--- config.mk ---
export PLATFORM = sky130hd
export DESIGN_NAME = vga_frame_sequencer
export DESIGN_NICKNAME = d
export VERILOG_FILES = /design/src/rtl/vga_frame_sequencer.sv
export SDC_FILE = /design/constraint.sdc
export NUM_CORES = 1
export LEC_CHECK = 0
export CAP_MARGIN = 30
export CORE_MARGIN = 5
export CORE_UTILIZATION = 51
export CTS_CLUSTER_SIZE = 25
export DETAILED_ROUTE_END_ITERATION = 12
export PLACE_DENSITY = 0.8
export SLEW_MARGIN = 30
export SYNTH_ARGS = -nofsm -noshare
export SYNTH_HDL_FRONTEND = slang
export SYNTH_SLANG_ARGS = --single-unit
--- constraint.sdc ---
create_clock -name clk -period 2.8 [get_ports clk]
set_input_delay 0.56 -clock clk [delete_from_list [all_inputs] [get_ports clk]]
set_output_delay 0.56 -clock clk [all_outputs]
set_load 0.1 [all_outputs]
--- src/rtl/vga_frame_sequencer.sv ---
// VGA raster timing and line-renderer scheduling for the wirecube design.
// Generates syncs, blanking, gated colour and a per-line prefetch request.
module vga_frame_sequencer #(
  parameter int unsigned H_ACTIVE = 640,
  parameter int unsigned H_FP     = 16,
  parameter int unsigned H_SYNC   = 96,
  parameter int unsigned H_BP     = 48,
  parameter int unsigned V_ACTIVE = 480,
  parameter int unsigned V_FP     = 10,
  parameter int unsigned V_SYNC   = 2,
  parameter int unsigned V_BP     = 33,
  parameter bit          SYNC_POL = 1'b0,
  parameter int unsigned PREFETCH = 32
) (
  input  logic       clk,
  input  logic       rst,
  input  logic       ena,
  input  logic [5:0] rgb_in,
  input  logic       line_ack,
  output logic [9:0] hpos,
  output logic [9:0] vpos,
  output logic       hsync,
  output logic       vsync,
  output logic       display_on,
  output logic [5:0] rrggbb,
  output logic       frame_start,
  output logic       line_req,
  output logic [9:0] line_num,
  output logic       underrun,
  output logic [7:0] frame_count
);

  localparam int unsigned H_TOTAL = H_ACTIVE + H_FP + H_SYNC + H_BP;
  localparam int unsigned V_TOTAL = V_ACTIVE + V_FP + V_SYNC + V_BP;

  localparam logic [9:0] HLast   = 10'(H_TOTAL - 1);
  localparam logic [9:0] VLast   = 10'(V_TOTAL - 1);
  localparam logic [9:0] HAct    = 10'(H_ACTIVE);
  localparam logic [9:0] VAct    = 10'(V_ACTIVE);
  localparam logic [9:0] HsStart = 10'(H_ACTIVE + H_FP);
  localparam logic [9:0] HsEnd   = 10'(H_ACTIVE + H_FP + H_SYNC);
  localparam logic [9:0] VsStart = 10'(V_ACTIVE + V_FP);
  localparam logic [9:0] VsEnd   = 10'(V_ACTIVE + V_FP + V_SYNC);
  localparam logic [9:0] ReqH    = 10'(H_TOTAL - PREFETCH);

  typedef enum logic {StIdle, StReq} state_t;
  state_t state;

  logic       h_last, v_last, disp, hs_on, vs_on, req_start, abort, fs_next;
  logic [9:0] next_v;

  always_comb begin
    h_last    = (hpos == HLast);
    v_last    = (vpos == VLast);
    next_v    = v_last ? 10'd0 : vpos + 10'd1;
    disp      = (hpos < HAct) && (vpos < VAct);
    hs_on     = (hpos >= HsStart) && (hpos < HsEnd);
    vs_on     = (vpos >= VsStart) && (vpos < VsEnd);
    req_start = (hpos == ReqH) && (next_v < VAct);
    // Renderer missed its slot: the raster is about to enter the requested line.
    abort     = (state == StReq) && !line_ack && h_last && (next_v == line_num);
    fs_next   = (hpos == 10'd0) && (vpos == 10'd0);
  end

  always_ff @(posedge clk or posedge rst) begin
    if (rst) begin
      hpos        <= '0;
      vpos        <= '0;
      hsync       <= ~SYNC_POL;
      vsync       <= ~SYNC_POL;
      display_on  <= 1'b0;
      rrggbb      <= '0;
      frame_start <= 1'b0;
      line_req    <= 1'b0;
      line_num    <= '0;
      underrun    <= 1'b0;
      frame_count <= '0;
      state       <= StIdle;
    end else if (ena) begin
      hpos <= h_last ? 10'd0 : hpos + 10'd1;
      if (h_last) begin
        vpos <= next_v;
        if (v_last) frame_count <= frame_count + 8'd1;
      end

      display_on  <= disp;
      hsync       <= hs_on ? SYNC_POL : ~SYNC_POL;
      vsync       <= vs_on ? SYNC_POL : ~SYNC_POL;
      rrggbb      <= disp ? rgb_in : 6'd0;
      frame_start <= fs_next;

      // Set has priority over the frame-start clear.
      if (abort)        underrun <= 1'b1;
      else if (fs_next) underrun <= 1'b0;

      unique case (state)
        StIdle: begin
          if (req_start) begin
            line_req <= 1'b1;
            line_num <= next_v;
            state    <= StReq;
          end
        end
        StReq: begin
          if (line_ack || abort) begin
            line_req <= 1'b0;
            state    <= StIdle;
          end
        end
        default: state <= StIdle;
      endcase
    end
  end

endmodule

==> flow_summary.toml <==
[outcome]
outcome = "completed"

[power]
power.share.switching_pct = 40.8
power_report.internal_total_mw = 1.08
total_power_mw = 1.83
cellPowerDensity_mw_per_mm2 = 506
power_frac_comb_pct = 29.0
p_leak_nw = 1.60
switching_power_uw = 746
max-vdd-ir-drop_v = 0.000761
share_of_power_burned_in_the_clock_network_pct = 24.9
share_seq_of_total_power_pct = 46.1

[timing]
final-hold-violation-count = 0
slew_headroom_pct = 63.6
worst-slew-pin-transition_ns = 0.546
final-max-slew-violation-count = 0
timing.clock.skew_ns = 0.00591
max_freq_ghz = 0.397
period_minus_slack_ns = 2.52
setup_viol = 0
grt_setup_unrepaired = "no"
period_share_pct = 89.9
setup-tns-final_ns = 0

[place]
gp_congestion = 0.955
dp.final_hpwl_um = 5700
place.port_buffers = 59

[worst_setup_path]
worstPathBufferInverterCount = 2
critPathMaxStageDelay_ns = 0.51
path_class = "in2reg"
worstSetupStartpointType = "input port"
end_kind = "flip-flop"
crit_slowest_cell = "a311oi_4"
path_delay_family = "buffers and inverters"
flop2flop_setup_slack_ns = 0.34
critical_path.cell_chain = "clkdlybuf4s50_1 -> nor2b_1 -> nand4_1 -> or3_1 -> a311oi_4 -> buf_4 -> o21ai_2 -> a31oi_1"
worst_ep_arrival_time_ns = 2.75
cp_data_required_time_ns = 3.03
crit_fanout = 10

[clocking]
cts_setup_buffers = 0
cts.path.max_buffers = 2
cts_tree = "done"
clock-root-buffer = "clkbuf_8"
worstSkewPairLatency_ns = 0.31
cts.repair.resized = 0
clock_sink_count = 51
cts_hold_buffers_added = 0
cts.reportedPaths.clkPinSlew_ns = 0.10
cts_inserted_buffers = 5
deepest_level_of_the_cts_h_tree = 2

[drt]
antenna_violating_nets_post_route = 0
vias_per_cell = 5.89
drt_iter0_markers = 142
via_count = 2631
final_routed_drc_violation_total = 0
wl_um = 7490
first_pass_iters = 5
detail_route.wl_per_cell_um = 16.8

[finish]
final_common_cell = "buf_4"
drive_gt1_share_pct = 26.4
n_antenna_cell = 0
num-nets-final = 389
most_frequent_cells_in_the_layout = "64 x buf_4, 45 x dfrtp_1, 36 x nand2_1"
area.growth.synth_to_final_pct = 24.0

[logic_synthesis]
synth_area_mm2 = 0.00292
synth-main-ff-cell = "dfrtp_1"
post_synth_num_cell_types = 63
post_synth_inst_count = 309
yosys_warnings = 0
leading_post_synthesis_cells_by_cell_area = "dfrtp_1 42%, nand2_1 4.6%, xnor2_1 4.5%"
synth_top_area_share_pct = 42.0
synth_seq_cells = 51
synth_enable_flop_cells = 0
seq_area_frac_synth_pct = 43.8
syn-num-nets = 324
library_cell_occupying_the_most_area_in_the_post_synthesis_netlist = "dfrtp_1"
avgSynthCellArea_um2 = 9.45
ys_async_sr_fraction_pct = 100

[die]
die-area_mm2 = 0.00734
rows = 27
chipHeight_um = 85.7
ios = 60
die-width_um = 85.7
initial_core_util_pct = 52.7
fp.coreArea_mm2 = 0.00554

[global_routing]
global_route_wire_length_before_repair_um = 12400
grt_antenna_before_repair = 0
grtUsageTotal_pct = 21.0
grt_overflow = 0
maximum_number_of_pins_on_one_net_before_global_route_repair = 30
grt_pass1_vias = 2509

[run]
max_cap_viol_count = 0

[min_path]
hold_class = "reg2reg"
-- through the flow --
stage	setup slack [ns]	cells	utilization (%)	cell area, µm²	hold slack, ns
after global routing	0.181	447	65.3	3620	0.520
after floorplan	0.00930	309	-	2920	0.503
after global placement	0.0906	439	63.6	3520	0.464
final	0.282	447	65.3	3620	0.500
after CTS	0.327	447	65.3	3620	0.509
after detailed placement	0.0126	439	63.6	3520	0.491
-- final timing paths --
kind,startpoint,endpoint,cells past startpoint
min reg2reg,frame_count[7],frame_count[7],1
min,frame_count[7],frame_count[7],1
max in group asynchronous,rst,vsync,3
max,ena,line_req,8
max reg2reg,vpos[7],line_req,7
min in group asynchronous,rst,frame_count[7],2
-- routing by layer --
metal	share of wire, %	track usage, %	vias up
met5	0	0	-
met4	2.7	7.63	0
met3	6.6	3.07	15
met2	45	33.8	115
met1	45	29.0	1247
li1	-	-	1254
-- logic make-up (layout without fill, tap and decap cells) --
group | Yosys count | after routing | share of synthesized area, %
AND/OR/NAND/NOR | 135 | 135 | 24.6
AO/OA/AOI/OAI | 63 | 63 | 15.6
flip-flops | 51 | 51 | 43.8
buffers and inverters | 25 | 91 | 4.03
XOR/XNOR | 22 | 22 | 6.60
multiplexers | 8 | 8 | 3.17
adder cells (fa/ha/maj) | 5 | 5 | 2.14
-- flip-flops by register name, summed over array words and instances (netlist names), 6 cells and up --
| name | flops |
|---|---|
| line_num | 10 |
| rrggbb | 6 |
| hpos | 10 |
| vpos | 10 |
| frame_count | 8 |
-- cells in the mapped netlist (5+ instances only) --
cell,instances
or3_1,5
and3_1,6
nand2_1,36
a22o_1,9
a21oi_1,8
o21ai_0,20
nor3_1,8
xnor2_1,15
ha_1,5
inv_1,8
clkbuf_1,7
nand3_1,9
nor2_1,24
mux2_2,7
xor2_1,7
dfrtp_1,49
nor2b_1,5
nand4_1,12
-- final cells by class --
cell class	instances	area, µm²
multi-input combinational	233	1520
sequential	51	1280
clock buffer	5	68.8
fill	482	1920
clock inverter	3	28.8
timing repair buffer	74	591
tap	72	90.1
inverter	9	33.8
-- power groups by stage --
stage,clock [mW],combinational (mW),sequential [mW]
CTS,0.467,0.534,0.842
floorplan,0,0.107,1.15
detailed placement,0,0.533,0.857
finish,0.455,0.531,0.845
global placement,0,0.529,0.855
global route,0.505,0.558,0.855
-- worst reg2reg max path, cell delays in order, from the launching register on --
cell	delay, ns
dfrtp_2	0.44
or4_4	0.58
o31ai_2	0.28
mux2i_2	0.15
a311oi_4	0.47
buf_4	0.27
o21ai_2	0.06
a31oi_1	0.15
Note: power is estimated with default switching activity, not from simulation.
